<file path="src/rtl/clock_div_multi.sv">
// -----------------------------------------------------------------------------
// clock_div_multi
//
// A bank of NUM_CH independent programmable clock dividers, all running in
// the CLK_IN domain. Each channel owns a half-period register hp and a
// counter cnt. While enabled, the counter runs 0..hp. When it reaches hp it
// clears, CLK_OUT toggles and TICK pulses for one cycle. The output period is
// therefore 2*(hp+1) CLK_IN cycles with exactly 50% duty.
//
// Ports
//   CLK_IN   in   1       only clock, rising edge
//   RST_N    in   1       asynchronous active-low reset (deassert synchronously
//                         at system level; no synchroniser inside)
//   EN       in   NUM_CH  per-channel run enable, level-sensitive
//   WR_EN    in   1       half-period write strobe
//   WR_SEL   in   SEL_W   write target channel (>= NUM_CH is ignored)
//   WR_DATA  in   CNT_W   new half-period value
//   CLK_OUT  out  NUM_CH  divided clock per channel, registered
//   TICK     out  NUM_CH  one-cycle pulse on each CLK_OUT toggle, registered
//
// Write interface semantics: WR_EN is a plain strobe with no ready/back-
// pressure. Every cycle with WR_EN=1 is exactly one write, accepted on that
// rising edge, regardless of the target channel's enable.
// -----------------------------------------------------------------------------
module clock_div_multi #(
  parameter int NUM_CH     = 4,
  parameter int CNT_W      = 32,
  parameter int DEFAULT_HP = 199999,
  parameter int SEL_W      = (NUM_CH > 1) ? $clog2(NUM_CH) : 1
) (
  input  logic              CLK_IN,
  input  logic              RST_N,
  input  logic [NUM_CH-1:0] EN,
  input  logic              WR_EN,
  input  logic [SEL_W-1:0]  WR_SEL,
  input  logic [CNT_W-1:0]  WR_DATA,
  output logic [NUM_CH-1:0] CLK_OUT,
  output logic [NUM_CH-1:0] TICK
);

  // Reset value of every half-period register, truncated to the counter width.
  localparam logic [CNT_W-1:0] HP_RST = CNT_W'(DEFAULT_HP);

  for (genvar ch = 0; ch < NUM_CH; ch++) begin : g_ch
    localparam logic [31:0] CH_IDX = ch;

    logic [CNT_W-1:0] hp_q;
    logic [CNT_W-1:0] cnt_q;
    logic             clk_q;
    logic             tick_q;
    logic             wr_hit;
    logic             terminal;

    // Out-of-range selects never match any channel, so such writes vanish.
    assign wr_hit   = WR_EN && (32'(WR_SEL) == CH_IDX);
    assign terminal = (cnt_q == hp_q);

    // Priority: write > disable > terminal count > count.
    // A write restarts the half-period from 0 under the new hp, but leaves the
    // output level alone so the channel does not glitch on reprogramming.
    always_ff @(posedge CLK_IN or negedge RST_N) begin
      if (!RST_N) begin
        hp_q   <= HP_RST;
        cnt_q  <= '0;
        clk_q  <= 1'b0;
        tick_q <= 1'b0;
      end else if (wr_hit) begin
        hp_q   <= WR_DATA;
        cnt_q  <= '0;
        tick_q <= 1'b0;
      end else if (!EN[ch]) begin
        cnt_q  <= '0;
        clk_q  <= 1'b0;
        tick_q <= 1'b0;
      end else if (terminal) begin
        cnt_q  <= '0;
        clk_q  <= ~clk_q;
        tick_q <= 1'b1;
      end else begin
        cnt_q  <= cnt_q + 1'b1;
        tick_q <= 1'b0;
      end
    end

    assign CLK_OUT[ch] = clk_q;
    assign TICK[ch]    = tick_q;
  end

endmodule

</file>
<file path="config.mk">
export PLATFORM = sky130hd
export DESIGN_NAME = clock_div_multi
export DESIGN_NICKNAME = d
export VERILOG_FILES = /design/src/rtl/clock_div_multi.sv
export SDC_FILE = /design/constraint.sdc
export NUM_CORES = 1
export LEC_CHECK = 0
export BUFFER_PORTS_ARGS = -buffer_cell sky130_fd_sc_hd__buf_2
export CORE_MARGIN = 4
export CORE_UTILIZATION = 55
export DETAILED_ROUTE_END_ITERATION = 8
export PLACE_DENSITY = 0.72
export SLEW_MARGIN = 10
export SYNTH_ARGS = -nofsm -noshare
export SYNTH_HDL_FRONTEND = slang
export SYNTH_SLANG_ARGS = --single-unit
export TNS_END_PERCENT = 30
</file>
<file path="constraint.sdc">
create_clock -name CLK_IN -period 2.2 [get_ports CLK_IN]
set_input_delay 0.44 -clock CLK_IN [delete_from_list [all_inputs] [get_ports CLK_IN]]
set_output_delay 0.44 -clock CLK_IN [all_outputs]
set_load 0.1 [all_outputs]
</file>
After elaboration in Yosys (flattened, before gate mapping)
Index checks and enable logic that the tools add are counted.

operators by class
  multiplexer cells = 32
  bitwise gates (word level) = 8
  reductions and logical operators = 9
  add/subtract/negate cells = 4
  equal/unequal tests = 11

operators with widths
  kind                                                                      count
  32-bit 2-to-1 mux                                                         12
  32-bit by 1-bit adder with 32-bit output (second input constant)          4
  32-bit == test                                                            4
  1-bit 2-to-1 mux                                                          20
  2-bit by 1-bit inequality test with 1-bit output (second input constant)  4
  1-bit inverter                                                            8
  2-bit AND reduction                                                       4
  2-bit == test (second input constant)                                     2
  1-bit logical AND                                                         4
  2-bit by 1-bit == test with 1-bit output (second input constant)          1
  2-bit logical NOT                                                         1

word-level totals
  bits in registers = 264
  logic and storage cells = 80
  output and inout port bits = 8

Longest topological paths before layout
Gate-level depths: netlist of the first run.

  depth after elaboration = 4
  gate-level depth with buffers = 7
  mapped depth without buffers = 6

Worst setup path before layout of the first run
OpenSTA, ideal clock, no wires.

  path type = register to register
  start = reg g_ch[2].cnt_q[0]
  end = reg g_ch[2].cnt_q[20]
  cell stages (with the launch flop) = 8
  path slack = 390 ps
  path buffers = 1
  data required time = 2,079 ps
  clock period less this slack = 1,810 ps
  data arrival time = 1,689 ps
  cells stage by stage = dfrtp_1 ha_1 nand3_1 or2_2 buf_2 nor4_1 xnor2_1 nor2_1

on the way
  cells in the longest elaborated chain, start to end = 4

RTL lines
  what                                                                               line    RTL
  from (decl)                                                                        48      logic [CNT_W-1:0] cnt_q;
  from (signal assigned)                                                             80      cnt_q <= cnt_q + 1'b1;
  32-bit by 1-bit adder with 32-bit output / 32-bit == test (equally long branches)  80, 56
  32-bit 2-to-1 mux *                                                                75      end else if (terminal) begin
  32-bit 2-to-1 mux *                                                                71      end else if (!EN[ch]) begin
  32-bit 2-to-1 mux *                                                                67      end else if (wr_hit) begin

Every way passes the cells marked *; elsewhere a longest branch is shown, timed or not.
A chain may end at the register's enable or synchronous reset.

Final worst setup path of the first run
  start = reg g_ch[1].hp_q[11]
  end = reg g_ch[1].cnt_q[15]

on the way
  cells in the longest elaborated chain, start to end = 4

RTL lines
  what                    line  RTL
  from (decl)             47    logic [CNT_W-1:0] hp_q;
  from (signal assigned)  63    hp_q <= HP_RST;
  from (signal assigned)  68    hp_q <= WR_DATA;
  32-bit == test          56    assign terminal = (cnt_q == hp_q);
  32-bit 2-to-1 mux       75
  32-bit 2-to-1 mux       71
  32-bit 2-to-1 mux       67
  to (signal assigned)    80
  to (decl)               48

Every way passes these cells.

==> impl_metrics.py, run 1 <==
metrics = {
    "global_route": {
        "grt_overflow": 0,
        "track_usage": 0.236,
        "grt_pass1_vias": 8597,
        "antenna_found_initial": 0,
        "grt_pass1_wl_um": 48600,
        "grt_max_degree": 61,
    },
    "yosys": {
        "synth_edf_count": 0,
        "ys_types": 45,
        "syn_nets": 1185,
        "synth_top_area_cell": "dfrtp_1",
        "syn_area_mm2": 0.0129,
        "netlist_instances": 1140,
        "synth_warnings": 0,
        "post-synth-top-area-fraction": 0.425,
        "yosys-top-cells-area": "dfrtp_1 (43%), mux2_2 (11%), xor2_1 (10%), dfstp_2 (8.9%), xnor2_1 (6.0%)",
        "ys.flop_type": "dfrtp_1",
        "syn_avg_cell_area_um2": 11.4,
        "ys_seq_area_frac": 0.514,
        "async_flop_share": 1.00,
        "ys_ff_latch": 264,
    },
    "clock_network": {
        "cts-buffers-inserted": 28,
        "clk_pin_slew_worst_paths_ps": 60,
        "postCtsSetupBuffers": 0,
        "cts_root_buf": "clkbuf_16",
        "cts_hold_repair.buffers": 1,
        "cts.path.max_buffers": 3,
        "clk_latency_ps": 540,
        "cts_sinks": 264,
        "cts_resized": 0,
        "htree_levels": 1,
        "cts_tree": "built",
    },
    "drt": {
        "drt-initial-drc-count": 663,
        "num_vias": 8693,
        "vias_per_cell": 5.66,
        "top_layer_used": "met4",
        "drt-total-wl_um": 30200,
        "firstDrtPassIters": 5,
        "wl_per_cell_um": 19.7,
        "m1WireLength_um": 13800,
        "dr_wl_met2_um": 14400,
        "ant_nets": 0,
        "drc": 0,
        "dr_wl_met3_um": 1410,
    },
    "setup_path": {
        "critPathSlowestCell": "nor4_1",
        "cpPeakStageDelay_ps": 540,
        "critPathKind": "reg -> reg",
        "arrival_ps": 2400,
        "path_max_fanout": 32,
        "crit_path_end_kind": "flop",
        "worst_setup_path_start_kind": "flop",
        "worstPathRequired_ps": 2620,
        "path_cells": "xnor2_1 -> nand4_1 -> nor4_1 -> a21o_1 -> buf_12 -> nor2_1",
    },
    "sta": {
        "min_period_ps": 1980,
        "tns_ps": 0,
        "setup_viol": 0,
        "hold_viol": 0,
        "max_slew_margin": 0.608,
        "worstMarginPinSlew_ps": 585,
        "finalMaxSlewViolations": 0,
        "fin_crit_sh": 0.898,
        "fmax_ghz": 0.506,
        "grt_setup_unrepaired": "false",
        "skew_ps": 10.1,
    },
    "floorplanning": {
        "design.die.area_mm2": 0.0261,
        "coreArea_mm2": 0.0229,
        "die_w_um": 161,
        "initial_core_util": 0.565,
        "fp.dieH_um": 161,
        "row_count": 55,
        "io_pins": 49,
    },
    "power_and_ir_drop": {
        "peakVddDrop_uv": 600,
        "p_leak_nw": 6.37,
        "power_density_mw_per_mm2": 802,
    },
    "final_layout": {
        "final_area_mm2": 0.0147,
        "syn_to_final_growth_pct": 13.2,
        "final_cell_mix": "dfrtp_1 (220), xor2_1 (155), nor2_1 (141)",
        "fin_nets": 1246,
        "layout_commonest_cell": "dfrtp_1",
        "drive_above_1_share": 0.257,
        "insertedDiodeCount": 0,
    },
    "run": {
        "maxCapViolCount": 0,
    },
    "placement": {
        "dp_hpwl_um": 21000,
        "gp_congestion": 0.847,
        "port_buffers": 48,
        "dpl_cell_area_mm2": 0.0137,
    },
    "run_status": {
        "outcome": "complete, no violations",
    },
    "worst_hold_path": {
        "hold_path_class": "in -> reg",
    },
}
flip-flops by register name, indices dropped and copies added, names as in the netlist:
signal / cells
g_ch.clk_q: 4
g_ch.tick_q: 4
g_ch.hp_q: 128
g_ch.cnt_q: 128
through the flow:
stage | cells | worst slack, ps | utilization | hold WS [ps] | total power, mW
after floorplan | 1140 | 390 | - | 144 | 6.62
after global placement | 1483 | 223 | 0.600 | 422 | 7.14
after detailed placement | 1483 | 211 | 0.600 | 415 | 7.19
after CTS | 1535 | 197 | 0.640 | 161 | 11.9
after global routing | 1535 | 20.9 | 0.640 | 182 | 12.3
final | 1535 | 224 | 0.640 | 181 | 11.8
synthesized netlist by cell type, drive strengths merged (6+ instances only):
cell type and number:
dfrtp 220, xor2 155, nor2 141, mux2 128, xnor2 88, nor4 51
nand4 50, nand3 48, nand2 45, dfstp 44, buf 28, clkbuf 21
inv 20, and3 18, nor3 18, and4 17, and2 10, o21ai 7
or3 6
power by group:
group	switching (mW)	total, mW	internal, mW
clock	1.88	4.65	2.77
sequential	0.366	5.81	5.44
combinational	0.625	1.30	0.678
total	2.88	11.8	8.89
path summary, 6_finish.rpt:
kind                             startpoint                end  slack (ps)  cells after the start
max                        g_ch[1].hp_q[11]  g_ch[1].cnt_q[15]         220                      6
min                                   EN[2]      g_ch[2].clk_q         180                      2
max reg2reg                g_ch[1].hp_q[11]  g_ch[1].cnt_q[15]         220                      6
min reg2reg                g_ch[2].cnt_q[0]   g_ch[2].cnt_q[0]         520                      1
max in group asynchronous             RST_N   g_ch[0].hp_q[10]         990                      3
min in group asynchronous             RST_N  g_ch[3].cnt_q[18]         420                      2
critical path: cells and delay by family, from the launching register on:
kind,cells,cell delay (ps)
simple gates,3,760
flops,1,530
compound gates,1,230
xor+xnor,1,130
buf+inv,1,190
cells by family (layout without fill, tap and decap cells):
family / count (synthesis) / count (layout) / synth area share
flip-flops: 264 / 264 / 0.514
multiplexers: 128 / 128 / 0.111
AO/OA/AOI/OAI: 18 / 18 / 0.00879
adder cells (fa/ha/maj): 4 / 4 / 0.00387
XOR/XNOR: 243 / 243 / 0.164
buffers and inverters: 69 / 151 / 0.0242
AND/OR/NAND/NOR: 414 / 414 / 0.173
layer usage:
layer  vias up  track usage
li1       4055            -
met1      4397        0.345
met2       198        0.379
met3        43       0.0288
met4         0       0.0554
met5         -            0
layout make-up:
type	count	area, um2
multi-input cells	807	6000
flip-flops and latches	264	6660
inverters	20	75.1
clock inverters	3	40.0
well taps	313	392
fillers	1802	8250
clock buffers	48	867
repair buffers	80	631
Note: power is estimated with default switching activity, not from simulation.
==> run 2: changes to the inputs <==
==> constraint.sdc (replaced) <==
create_clock -name CLK_IN -period 2.2 [get_ports CLK_IN]
set_input_delay 0 -clock CLK_IN [delete_from_list [all_inputs] [get_ports CLK_IN]]
set_output_delay 0 -clock CLK_IN [all_outputs]
set_load 0.1 [all_outputs]
==> run 2 against run 1 <==
Effect of this change: clock skew fell by 1.8 ps; critical path depth rose by 1; first-iteration DRC count fell by 25%; non-clock buffer count grew 39; final area is 3.0% higher; die area is the same; utilization is 1.9 points higher.
==> impl_metrics.py, run 2 (same netlist as run 1, synthesis figures left out) <==
metrics = {
    "drt": {
        "top_layer_used": "met4",
        "m1WireLength_um": 14100,
        "dr_wl_met3_um": 1170,
        "firstDrtPassIters": 5,
        "drt-total-wl_um": 31200,
        "wl_per_cell_um": 19.8,
        "drc": 0,
        "num_vias": 8780,
        "ant_nets": 0,
        "dr_wl_met2_um": 15200,
        "vias_per_cell": 5.57,
        "drt-initial-drc-count": 497,
    },
    "global_route": {
        "antenna_found_initial": 0,
        "grt_pass1_wl_um": 49600,
        "track_usage": 0.242,
        "grt_pass1_vias": 8798,
        "grt_max_degree": 82,
        "grt_overflow": 0,
    },
    "run": {
        "maxCapViolCount": 0,
    },
    "clock_network": {
        "cts_tree": "built",
        "cts_root_buf": "clkbuf_16",
        "clk_latency_ps": 540,
        "cts_resized": 0,
        "cts_sinks": 264,
        "clk_pin_slew_worst_paths_ps": 60,
        "cts-buffers-inserted": 28,
        "cts.path.max_buffers": 3,
        "htree_levels": 1,
    },
    "placement": {
        "gp_congestion": 0.855,
        "placed_cells": 1481,
        "port_buffers": 48,
        "dp_hpwl_um": 21000,
        "dpl_cell_area_mm2": 0.0137,
    },
    "setup_path": {
        "cpPeakStageDelay_ps": 440,
        "worstPathRequired_ps": 2620,
        "path_cells": "xor2_1 -> nor4_1 -> buf_4 -> nand4_1 -> o21ai_2 -> buf_12 -> nor2_1",
        "crit_path_end_kind": "flop",
        "path_max_fanout": 32,
        "critPathKind": "reg -> reg",
        "arrival_ps": 2420,
        "worst_setup_path_start_kind": "flop",
        "critPathSlowestCell": "dfrtp_1",
    },
    "sta": {
        "min_period_ps": 2000,
        "setup_viol": 0,
        "skew_ps": 8.28,
        "hold_slack_ps": 34.7,
        "fmax_ghz": 0.499,
        "hold_viol": 0,
        "tns_ps": 0,
        "grt_setup_unrepaired": "false",
        "worstMarginPinSlew_ps": 576,
        "finalMaxSlewViolations": 0,
        "max_slew_margin": 0.614,
        "fin_crit_sh": 0.910,
    },
    "final_layout": {
        "fill_cells": 1713,
        "insertedDiodeCount": 0,
        "fin_nets": 1285,
        "drive_above_1_share": 0.255,
        "multi_input_area_mm2": 0.00600,
        "fin_cells": 1575,
        "top_regs": "g_ch.cnt_q x128, g_ch.hp_q x128",
        "layout_commonest_cell": "dfrtp_1",
        "final_area_mm2": 0.0151,
        "final_cell_mix": "dfrtp_1 (220), xor2_1 (155), nor2_1 (141)",
        "syn_to_final_growth_pct": 16.6,
        "regArea_mm2": 0.00666,
    },
    "power_and_ir_drop": {
        "peakVddDrop_uv": 574,
        "p_leak_nw": 6.56,
        "power_density_mw_per_mm2": 798,
        "design_power_total_mw": 12.0,
    },
    "floorplanning": {
        "row_count": 55,
        "fp.dieH_um": 161,
        "design.die.area_mm2": 0.0261,
        "initial_core_util": 0.565,
        "io_pins": 49,
        "die_w_um": 161,
        "coreArea_mm2": 0.0229,
    },
    "worst_hold_path": {
        "hold_path_class": "in -> reg",
    },
    "run_status": {
        "outcome": "complete, no violations",
    },
}
[run 2: cell types whose count changed in the layout (fill, tap and decap cells not counted)]
| cell | delta |
|---|---|
| buf_12 | -1 |
| bufinv_16 | +1 |
| clkbuf_1 | -8 |
| clkinvlp_4 | +1 |
| dlygate4sd3_1 | +40 |
| clkinv_2 | +5 |
| inv_6 | +1 |
| clkbuf_8 | +1 |
[run 2: final timing paths]
check / end / from / depth (start not counted) / slack (ps)
max: g_ch[0].cnt_q[16] / g_ch[0].cnt_q[7] / 7 / 200
min: g_ch[0].clk_q / WR_SEL[0] / 5 / 30
max reg2reg: g_ch[0].cnt_q[16] / g_ch[0].cnt_q[7] / 7 / 200
min reg2reg: g_ch[2].cnt_q[0] / g_ch[2].cnt_q[0] / 1 / 510
max in group asynchronous: g_ch[2].hp_q[3] / RST_N / 4 / 1090
min in group asynchronous: g_ch[2].tick_q / RST_N / 3 / 420
[run 2: cell type report]
class | instances | share of cell area
Timing Repair Buffer | 119 | 0.0670
Multi-Input combinational cell | 807 | 0.397
Inverter | 20 | 0.00497
Sequential cell | 264 | 0.441
Clock buffer | 41 | 0.0564
Tap cell | 313 | 0.0259
Clock inverter | 11 | 0.00738
[run 2: routing by layer]
metal | vias up | track usage
met5 | - | 0
met4 | 0 | 0.0721
met3 | 55 | 0.0253
met2 | 186 | 0.401
met1 | 4409 | 0.341
li1 | 4130 | -
[run 2: through the flow]
step | setup WS [ps] | utilization
finish | 197 | 0.659
CTS | 197 | 0.659
detailed placement | 225 | 0.598
floorplan | 390 | -
global placement | 275 | 0.598
global route | 41.7 | 0.659
[run 2: power by group]
part	total [mW]	switching, mW	internal [mW]
logic	1.36	0.639	0.720
registers	5.82	0.383	5.44
clock network	4.86	1.95	2.91
[run 2: critical path: cells and delay by family, from the launching register on]
kind	cells	cell delay, ps
simple gates	3	610
flops	1	440
buf+inv	2	410
compound gates	1	220
xor+xnor	1	190
[run 2: timing repair]
item                      CTS  global route
hold buffers               42             0
setup buffers               0             0
hold endpoints to repair  364             0
